==> src/rtl/noc_relay_station_array_pkg.sv <==
// Shared types, defaults and elaboration helpers for the NoC relay station array.
package noc_relay_station_array_pkg;

  localparam int DefaultWidth       = 66;
  localparam int DefaultNumPorts    = 5;
  localparam int DefaultStopLatency = 1;
  localparam int DefaultRelayDepth  = 4;

  // Flit at the default link width (preamble included).
  typedef logic [DefaultWidth-1:0] flit_t;

  // Occupancy counter width: must represent 0..depth inclusive.
  function automatic int cnt_width(input int depth);
    return $clog2(depth + 1);
  endfunction

  // Pointer width, kept at least one bit so a single-entry FIFO still has a pointer.
  function automatic int ptr_width(input int depth);
    return (depth > 1) ? $clog2(depth) : 1;
  endfunction

  function automatic bit is_pow2(input int v);
    return (v > 0) && ((v & (v - 1)) == 0);
  endfunction

endpackage

==> src/rtl/noc_relay_station_array_if.sv <==
// Bundle of all per-channel link signals of the relay station array.
//
// Link protocol (void/stop): a flit is offered on channel i when data_void_*[i]==0.
// The receiver asserts stop[i] to ask the sender to cease offering; the sender may
// keep offering for up to StopLatency cycles afterwards, and the receiver must have
// room for those flits. A flit transfers on every cycle its void bit is 0 and the
// receiver accepts it (downstream: stop_in[i]==0, or flow control disabled).
interface noc_relay_station_array_if #(
  parameter int NumPorts = noc_relay_station_array_pkg::DefaultNumPorts,
  parameter int Width    = noc_relay_station_array_pkg::DefaultWidth,
  parameter int Depth    = noc_relay_station_array_pkg::DefaultRelayDepth
);
  import noc_relay_station_array_pkg::*;

  localparam int CntW = cnt_width(Depth);

  logic [NumPorts-1:0][Width-1:0] data_in;
  logic [NumPorts-1:0]            data_void_in;
  logic [NumPorts-1:0]            stop_out;
  logic [NumPorts-1:0][Width-1:0] data_out;
  logic [NumPorts-1:0]            data_void_out;
  logic [NumPorts-1:0]            stop_in;
  logic [NumPorts-1:0][CntW-1:0]  occupancy;
  logic [NumPorts-1:0]            overflow;
  logic [NumPorts-1:0]            overflow_clr;

  // Environment side: drives flits and downstream stop, observes the station.
  modport master (
    output data_in, data_void_in, stop_in, overflow_clr,
    input  stop_out, data_out, data_void_out, occupancy, overflow
  );

  // Relay station side.
  modport slave (
    input  data_in, data_void_in, stop_in, overflow_clr,
    output stop_out, data_out, data_void_out, occupancy, overflow
  );

endinterface

==> src/rtl/noc_relay_station_array_fifo.sv <==
// One relay channel: Depth-entry FIFO with early stop and sticky drop flag.
module noc_relay_fifo
  import noc_relay_station_array_pkg::*;
#(
  parameter bit FlowControl = 1'b1,
  parameter int Width       = DefaultWidth,
  parameter int Depth       = DefaultRelayDepth,
  parameter int StopLatency = DefaultStopLatency,
  localparam int CntW       = cnt_width(Depth)
) (
  input  logic             clk,
  input  logic             rst,
  input  logic [Width-1:0] data_in,
  input  logic             data_void_in,
  output logic             stop_out,
  output logic [Width-1:0] data_out,
  output logic             data_void_out,
  input  logic             stop_in,
  output logic [CntW-1:0]  occupancy,
  output logic             overflow,
  input  logic             overflow_clr
);

  localparam int              PtrW    = ptr_width(Depth);
  localparam logic [CntW-1:0] DepthC  = CntW'(Depth);
  localparam logic [PtrW-1:0] LastPtr = PtrW'(Depth - 1);

  logic [Width-1:0] mem_q [Depth];
  logic [PtrW-1:0]  wr_ptr_q, rd_ptr_q;
  logic [CntW-1:0]  count_q, count_next;
  logic             stop_q, overflow_q;
  logic             empty, full, rd, wr, drop, stop_next;

  // Transfer decisions: a full FIFO still accepts when its head leaves this cycle.
  always_comb begin
    empty      = (count_q == '0);
    full       = (count_q == DepthC);
    rd         = !empty && (!stop_in || (FlowControl == 1'b0));
    wr         = !data_void_in && (!full || rd);
    drop       = !data_void_in && !wr;
    count_next = count_q + CntW'(wr) - CntW'(rd);
    // Stop early enough that StopLatency in-flight flits still find a free slot.
    stop_next  = (FlowControl == 1'b1) && ((Depth - int'(count_next)) <= StopLatency);
  end

  // Flit storage; cleared on reset so the idle head reads as zero.
  always_ff @(posedge clk) begin
    if (!rst) begin
      for (int k = 0; k < Depth; k++) mem_q[k] <= '0;
    end else if (wr) begin
      mem_q[wr_ptr_q] <= data_in;
    end
  end

  // Pointers, occupancy, registered stop and sticky overflow (set beats clear).
  always_ff @(posedge clk) begin
    if (!rst) begin
      wr_ptr_q   <= '0;
      rd_ptr_q   <= '0;
      count_q    <= '0;
      stop_q     <= 1'b0;
      overflow_q <= 1'b0;
    end else begin
      if (wr) wr_ptr_q <= (wr_ptr_q == LastPtr) ? '0 : wr_ptr_q + 1'b1;
      if (rd) rd_ptr_q <= (rd_ptr_q == LastPtr) ? '0 : rd_ptr_q + 1'b1;
      count_q <= count_next;
      stop_q  <= stop_next;
      if (drop)              overflow_q <= 1'b1;
      else if (overflow_clr) overflow_q <= 1'b0;
    end
  end

  // Head of FIFO straight from storage; no bypass path from data_in.
  always_comb begin
    data_out      = mem_q[rd_ptr_q];
    data_void_out = empty;
    occupancy     = count_q;
    stop_out      = stop_q;
    overflow      = overflow_q;
  end

endmodule

==> src/rtl/noc_relay_station_array.sv <==
// Multi-port relay station: NumPorts independent retiming FIFOs on a void/stop link.
module noc_relay_station_array
  import noc_relay_station_array_pkg::*;
#(
  parameter bit FlowControl = 1'b1,
  parameter int Width       = DefaultWidth,
  parameter int NumPorts    = DefaultNumPorts,
  parameter int Depth       = DefaultRelayDepth,
  parameter int StopLatency = DefaultStopLatency
) (
  input  logic                         clk,
  input  logic                         rst,
  noc_relay_station_array_if.slave     link
);

  // Reject configurations that cannot absorb the upstream reaction time.
  if (Depth < StopLatency + 1) begin : g_err_depth
    $error("noc_relay_station_array: Depth must be at least StopLatency+1");
  end
  if (!is_pow2(Depth)) begin : g_err_pow2
    $error("noc_relay_station_array: Depth must be a power of two");
  end
  if (NumPorts < 1) begin : g_err_ports
    $error("noc_relay_station_array: NumPorts must be at least 1");
  end

  // One fully independent FIFO per channel.
  for (genvar i = 0; i < NumPorts; i++) begin : g_ch
    noc_relay_fifo #(
      .FlowControl (FlowControl),
      .Width       (Width),
      .Depth       (Depth),
      .StopLatency (StopLatency)
    ) u_fifo (
      .clk           (clk),
      .rst           (rst),
      .data_in       (link.data_in[i]),
      .data_void_in  (link.data_void_in[i]),
      .stop_out      (link.stop_out[i]),
      .data_out      (link.data_out[i]),
      .data_void_out (link.data_void_out[i]),
      .stop_in       (link.stop_in[i]),
      .occupancy     (link.occupancy[i]),
      .overflow      (link.overflow[i]),
      .overflow_clr  (link.overflow_clr[i])
    );
  end

endmodule

==> src/flat_wrapper.sv <==
// flat-port wrapper written by rule: the top's interface ports become plain ports
module noc_relay_station_array_flat import noc_relay_station_array_pkg::*;
#(
  parameter bit FlowControl = 1'b1,
  parameter int Width       = DefaultWidth,
  parameter int NumPorts    = DefaultNumPorts,
  parameter int Depth       = DefaultRelayDepth,
  parameter int StopLatency = DefaultStopLatency
)
  (clk, rst, link_data_in, link_data_void_in, link_stop_in, link_overflow_clr, link_stop_out, link_data_out, link_data_void_out, link_occupancy, link_overflow);
  noc_relay_station_array_if #(.NumPorts(NumPorts), .Width(Width), .Depth(Depth)) link_i ();
  input  logic clk;
  input  logic rst;
  input wire logic [$bits(link_i.data_in)-1:0] link_data_in;
  input wire logic [$bits(link_i.data_void_in)-1:0] link_data_void_in;
  input wire logic [$bits(link_i.stop_in)-1:0] link_stop_in;
  input wire logic [$bits(link_i.overflow_clr)-1:0] link_overflow_clr;
  output wire logic [$bits(link_i.stop_out)-1:0] link_stop_out;
  output wire logic [$bits(link_i.data_out)-1:0] link_data_out;
  output wire logic [$bits(link_i.data_void_out)-1:0] link_data_void_out;
  output wire logic [$bits(link_i.occupancy)-1:0] link_occupancy;
  output wire logic [$bits(link_i.overflow)-1:0] link_overflow;
  assign link_i.data_in = link_data_in;
  assign link_i.data_void_in = link_data_void_in;
  assign link_i.stop_in = link_stop_in;
  assign link_i.overflow_clr = link_overflow_clr;
  assign link_stop_out = link_i.stop_out;
  assign link_data_out = link_i.data_out;
  assign link_data_void_out = link_i.data_void_out;
  assign link_occupancy = link_i.occupancy;
  assign link_overflow = link_i.overflow;
  noc_relay_station_array #(.FlowControl(FlowControl), .Width(Width), .NumPorts(NumPorts), .Depth(Depth), .StopLatency(StopLatency)) u_core (.clk(clk), .rst(rst), .link(link_i));
endmodule
==> config.mk <==
export PLATFORM = sky130hd
export DESIGN_NAME = noc_relay_station_array_flat
export DESIGN_NICKNAME = d
export VERILOG_FILES = /design/src/rtl/noc_relay_station_array_pkg.sv /design/src/rtl/noc_relay_station_array_if.sv /design/src/rtl/noc_relay_station_array_fifo.sv /design/src/rtl/noc_relay_station_array.sv /design/src/flat_wrapper.sv
export SDC_FILE = /design/constraint.sdc
export NUM_CORES = 2
export LEC_CHECK = 0
export BUFFER_PORTS_ARGS = -buffer_cell sky130_fd_sc_hd__buf_2
export CAP_MARGIN = 20
export CORE_MARGIN = 5
export CORE_UTILIZATION = 40
export DETAILED_ROUTE_END_ITERATION = 10
export GPL_TIMING_DRIVEN = 1
export PLACE_DENSITY_LB_ADDON = 0.3
export SLEW_MARGIN = 30
export SYNTH_ARGS = -nofsm -noshare
export SYNTH_HDL_FRONTEND = slang
export SYNTH_SLANG_ARGS = --single-unit
==> constraint.sdc <==
create_clock -name clk -period 11 [get_ports clk]
set_input_delay 2.2 -clock clk [delete_from_list [all_inputs] [get_ports clk]]
set_output_delay 2.2 -clock clk [all_outputs]
set_load 0.05 [all_outputs]
# Word level (Yosys, flattened, before mapping)
# Memory sizes are Yosys's and may differ from the RTL's. A register that Yosys moved wholly into a read port is not among the register bits.
# Index checks and enable logic that the tools add are counted.
op_classes:
  addsub: 25
  muxes: 61
  n_lt_le_gt_ge: 5
  n_eq_ne: 15
  reduce_logical: 60
ops:
  columns: ["op", "count"]
  rows:
  - ["66-bit 2-to-1 mux", 5]
  - ["66-bit OR reduction", 5]
  - ["2-bit 2-to-1 mux", 25]
  - ["1-bit 2-to-1 mux", 31]
  - ["1-bit logical NOT", 25]
  - ["2-bit by 1-bit adder with 2-bit output (second input constant)", 10]
  - ["2-bit equality test (second input constant)", 10]
  - ["4-bit by 2-bit less-or-equal comparator with 1-bit output (second input constant)", 5]
  - ["3-bit by 3-bit subtractor with 4-bit output (first input constant)", 5]
  - ["3-bit by 1-bit adder with 3-bit output", 5]
  - ["3-bit equality test (second input constant)", 5]
  - ["1-bit logical AND", 15]
  - ["3-bit logical NOT", 5]
  - ["3-bit by 1-bit subtractor with 3-bit output", 5]
  - ["2-bit nonzero test", 5]
  - ["1-bit logical OR", 5]
totals:
  memories: 5
  ramBits: 1320
  in_bits: 347
  out_inout_bits: 360
  word_cells: 196
  reg_bits: 45
mem_list:
  columns: ["memory", "words", "width", "rd", "rd_ports_with_merged_regs", "write_ports", "line", "source"]
  rows:
  - ["u_core.g_ch[0].u_fifo.mem_q", 4, 66, 1, 1, 4, "noc_relay_station_array_fifo.sv:28", "logic [Width-1:0] mem_q [Depth];"]
  - ["u_core.g_ch[1].u_fifo.mem_q", 4, 66, 1, 1, 4, "noc_relay_station_array_fifo.sv:28", null]
  - ["u_core.g_ch[2].u_fifo.mem_q", 4, 66, 1, 1, 4, "noc_relay_station_array_fifo.sv:28", null]
  - ["u_core.g_ch[3].u_fifo.mem_q", 4, 66, 1, 1, 4, "noc_relay_station_array_fifo.sv:28", null]
  - ["u_core.g_ch[4].u_fifo.mem_q", 4, 66, 1, 1, 4, "noc_relay_station_array_fifo.sv:28", null]

# Longest topological paths before layout
logic_depth:
  word_depth: 10
  mapped_depth: 12
  mapped_depth_nobuf: 10

# By module
# From an unflattened synthesis, not the netlist that was laid out.
hier_totals:
  hier_cells: 3483
  hier_area_um2: 59707.3
by_module_without_submodules:
  columns: ["module", "n_inst", "area_each_um2", "seq_area_each_um2", "cells_per_inst"]
  rows:
  - ["noc_relay_fifo at u_core.g_ch[0].u_fifo ...", 4, 11951.5, 8147.8, 697]
  - ["noc_relay_fifo at u_core.g_ch[3].u_fifo", 1, 11901.4, 8147.8, 695]

# Worst setup path after synthesis
# OpenSTA, ideal clock, no wires.
synth_timing:
  path_kind: "input to register"
  startpoint: "in link_stop_in[3]"
  endpoint: "mem u_core.g_ch[3].u_fifo.mem_q[1][0] (netlist bit) (enable)"
  setup_ps: 581
  cell_stages: 5
  required_ps: 10419
  setup_slack_ps: 2810
  arrival_ps: 7609
  path_buffers: 2
  cell_sequence: "and4bb_1 buf_2 or2_2 clkbuf_1 o21ai_0"
synth_rtl:
  columns: ["item", "line", "source"]
  rows:
  - ["start, declared", "flat_wrapper.sv:16", "input wire logic [$bits(link_i.stop_in)-1:0] link_stop_in;"]
  - ["end, declared", "noc_relay_station_array_fifo.sv:28", null]

==> flow_summary.yaml <==
outcome:
  status: "finished, final reports clean"
final_layout:
  layout_common_cells: "and2_1 (1,330), edfxtp_1 (1,320), buf_2 (705)"
  layout_commonest_cell: "and2_1"
  nFillCells: 12600
  fin_nets: 4540
  final_util_pct: 47.3
  multiInputGateArea_sq_um: 17700
  design_area_sq_um: 69900
  area_growth_pct: 17.6
  layout.area.seq_sq_um: 40800
  drive_gt1_share_pct: 31.5
floorplan:
  pin_count: 707
  start_util_pct: 40.2
  floorplan.rows: 141
  core-area_sq_um: 148000
  die_area_sq_um: 156000
  die_h_um: 395
  die_w_um: 395
timing:
  setup_viol: 0
  hold_viol: 0
  finalCritPeriodShare_pct: 49.4
  relSlewSlack_pct: 34.6
  tightestPinTransition_ns: 0.982
  finalClockSkew_ns: 0.0299
  slew_violations: 0
  timing.fmax_mhz: 184
  layout_min_cycle_time_ns: 5.44
  rsz0062_at_grt: "false"
  finalSetupTns_ns: 0
placed_design:
  dpl.hpwl_um: 90200
  routabilityCongestion: 0.771
  placed_area_sq_um: 65000
  io_buffers: 706
drt:
  vias: 31500
  avgViaCountPerCell: 5.05
  finalWirelength_um: 148000
  wl_per_cell_um: 23.7
  drcViolationCount: 0
  dr.pass1.iters: 5
  ant_nets: 0
  drt_iter0_drc: 2057
cts:
  cts_tree: "built"
  cts.sink_count: 1375
  path_clk_slew_ns: 0.06
  root_buffer: "clkbuf_16"
  hold_buffers: 0
  htreeDepth: 4
  post_cts_buffers: 0
  cts_resized: 0
  cts_max_path_buffers: 3
  insertion_delay_ns: 0.78
  cts_buffers: 150
worst_setup_path:
  start_kind: "register"
  worstSetupEndpointType: "primary output"
  critical_path_required_ns: 8.80
  cp_num_buf_inv: 2
  worstPathCellList: "buf_4 > mux4_2 > buf_2"
  path_max_fanout: 40
  crit_type: "register to primary output"
  path_delay_family: "buffers and inverters"
  cp.arrival_ns: 3.24
  slowest_stage: "buf_4"
  cpPeakStageDelay_ns: 0.79
hold_path:
  hp-class: "register to register"
synth:
  synth_area_sq_um: 59400
  synth_warnings: 0
  synth_ff_type: "edfxtp_1"
  synth_top_cell_by_area: "edfxtp_1"
  async_flop_share_pct: 0
  synth_fp_nets: 3868
  ys_top_cells_by_area: "edfxtp_1 (67%), and2_1 (14%), mux4_2 (13%), dfxtp_1 (1.9%), buf_2 (0.61%)"
  synth-edff-count: 1320
  synth_cells: 3496
  seq_area_frac_synth_pct: 68.6
  synth.top_cell.area_share_pct: 66.7
  ys_ff_latch: 1375
  netlist-cell-type-count: 34
  syn_avg_cell_area_sq_um: 17.0
pwr:
  p_per_area_nw_per_um2: 219
  peakVddDrop_v: 0.000150
  p_leak_nw: 26.2
flow_run:
  drv_cap: 0
global_route:
  grt_pass1_wl_um: 220000
  antenna_found_initial: 66
  grt_pass1_vias: 32800
  gr-total-overflow: 0
  grt.total_usage_pct: 18.7
  grt_max_degree: 68
-- power breakdown --
group,internal [mW],total (mW),switching [mW]
clock network,2.82,4.91,2.08
registers,6.25,6.48,0.236
logic,1.17,3.89,2.73
total,10.2,15.3,5.04
-- cell type report --
cell class / instances / area share, %
diodes: 26 / 0.0931
repair buffers: 768 / 5.89
clock buffers: 202 / 5.82
flip-flops and latches: 1375 / 58.4
multi-input cells: 1863 / 25.3
clock inverters: 70 / 1.03
inverters: 10 / 0.0537
well taps: 1930 / 3.46
-- Yosys cell counts, drive strengths merged (10+ instances only) --
cell	number
o21ai	32
dfxtp	55
a21boi	11
ha	20
nand2	25
nor3	18
buf	123
edfxtp	1320
clkbuf	125
xnor2	10
mux4	330
nand2b	13
inv	10
and2	1330
-- kinds of logic after synthesis --
| family | count (synthesis) | share of synthesized area, % |
|---|---|---|
| buffers and inverters | 258 | 2.24 |
| DFF | 1375 | 68.6 |
| xor gates and xnor gates | 10 | 0.147 |
| muxes | 336 | 12.6 |
| adders and majority gates | 25 | 0.590 |
| AOI/OAI and AO/OA | 56 | 0.583 |
| and+or+nand+nor | 1436 | 15.3 |
-- routing by layer --
layer  part of all wire [%]  global-route usage [%]
met1                     40                    23.6
met2                     50                    31.4
met3                    8.1                    6.04
met4                    2.3                    4.77
met5                   0.18                       0
-- worst min-delay path: stages, from the launching register on --
cell      delay [ns]
dfxtp_1         0.31
nand2b_1        0.06
a21boi_0        0.06
-- path summary, 6_finish.rpt --
check                                             to  slack [ns]  depth (start not counted)                          startpoint
hold / removal        u_core.g_ch[3].u_fifo.overflow        0.48                          2      u_core.g_ch[3].u_fifo.overflow
setup / recovery                   link_data_out[93]        5.56                          3                            register
setup reg to reg  u_core.g_ch[2].u_fifo.mem_q[2][53]        7.78                          4  u_core.g_ch[2].u_fifo.occupancy[1]
hold reg to reg       u_core.g_ch[3].u_fifo.overflow        0.48                          2      u_core.g_ch[3].u_fifo.overflow
-- registers in the layout, indices dropped and copies added (netlist names), named ones only --
name / flops
u_core.g_ch.u_fifo.wr_ptr_q: 10
u_core.g_ch.u_fifo.mem_q: 1320
u_core.g_ch.u_fifo.stop_out: 5
u_core.g_ch.u_fifo.occupancy: 15
u_core.g_ch.u_fifo.rd_ptr_q: 10
u_core.g_ch.u_fifo.overflow: 5
-- per-stage QoR --
stage	std cells	hold WS (ns)	power [mW]	setup WS [ns]
global placement	5940	0.462	10.5	5.40
finish	6244	0.480	15.3	5.56
floorplan	3496	0.454	9.48	2.81
CTS	6217	0.484	15.5	5.35
detailed placement	5945	0.476	10.6	5.37
global route	6224	0.502	15.9	5.26
Note: power is estimated with default switching activity, not from simulation.
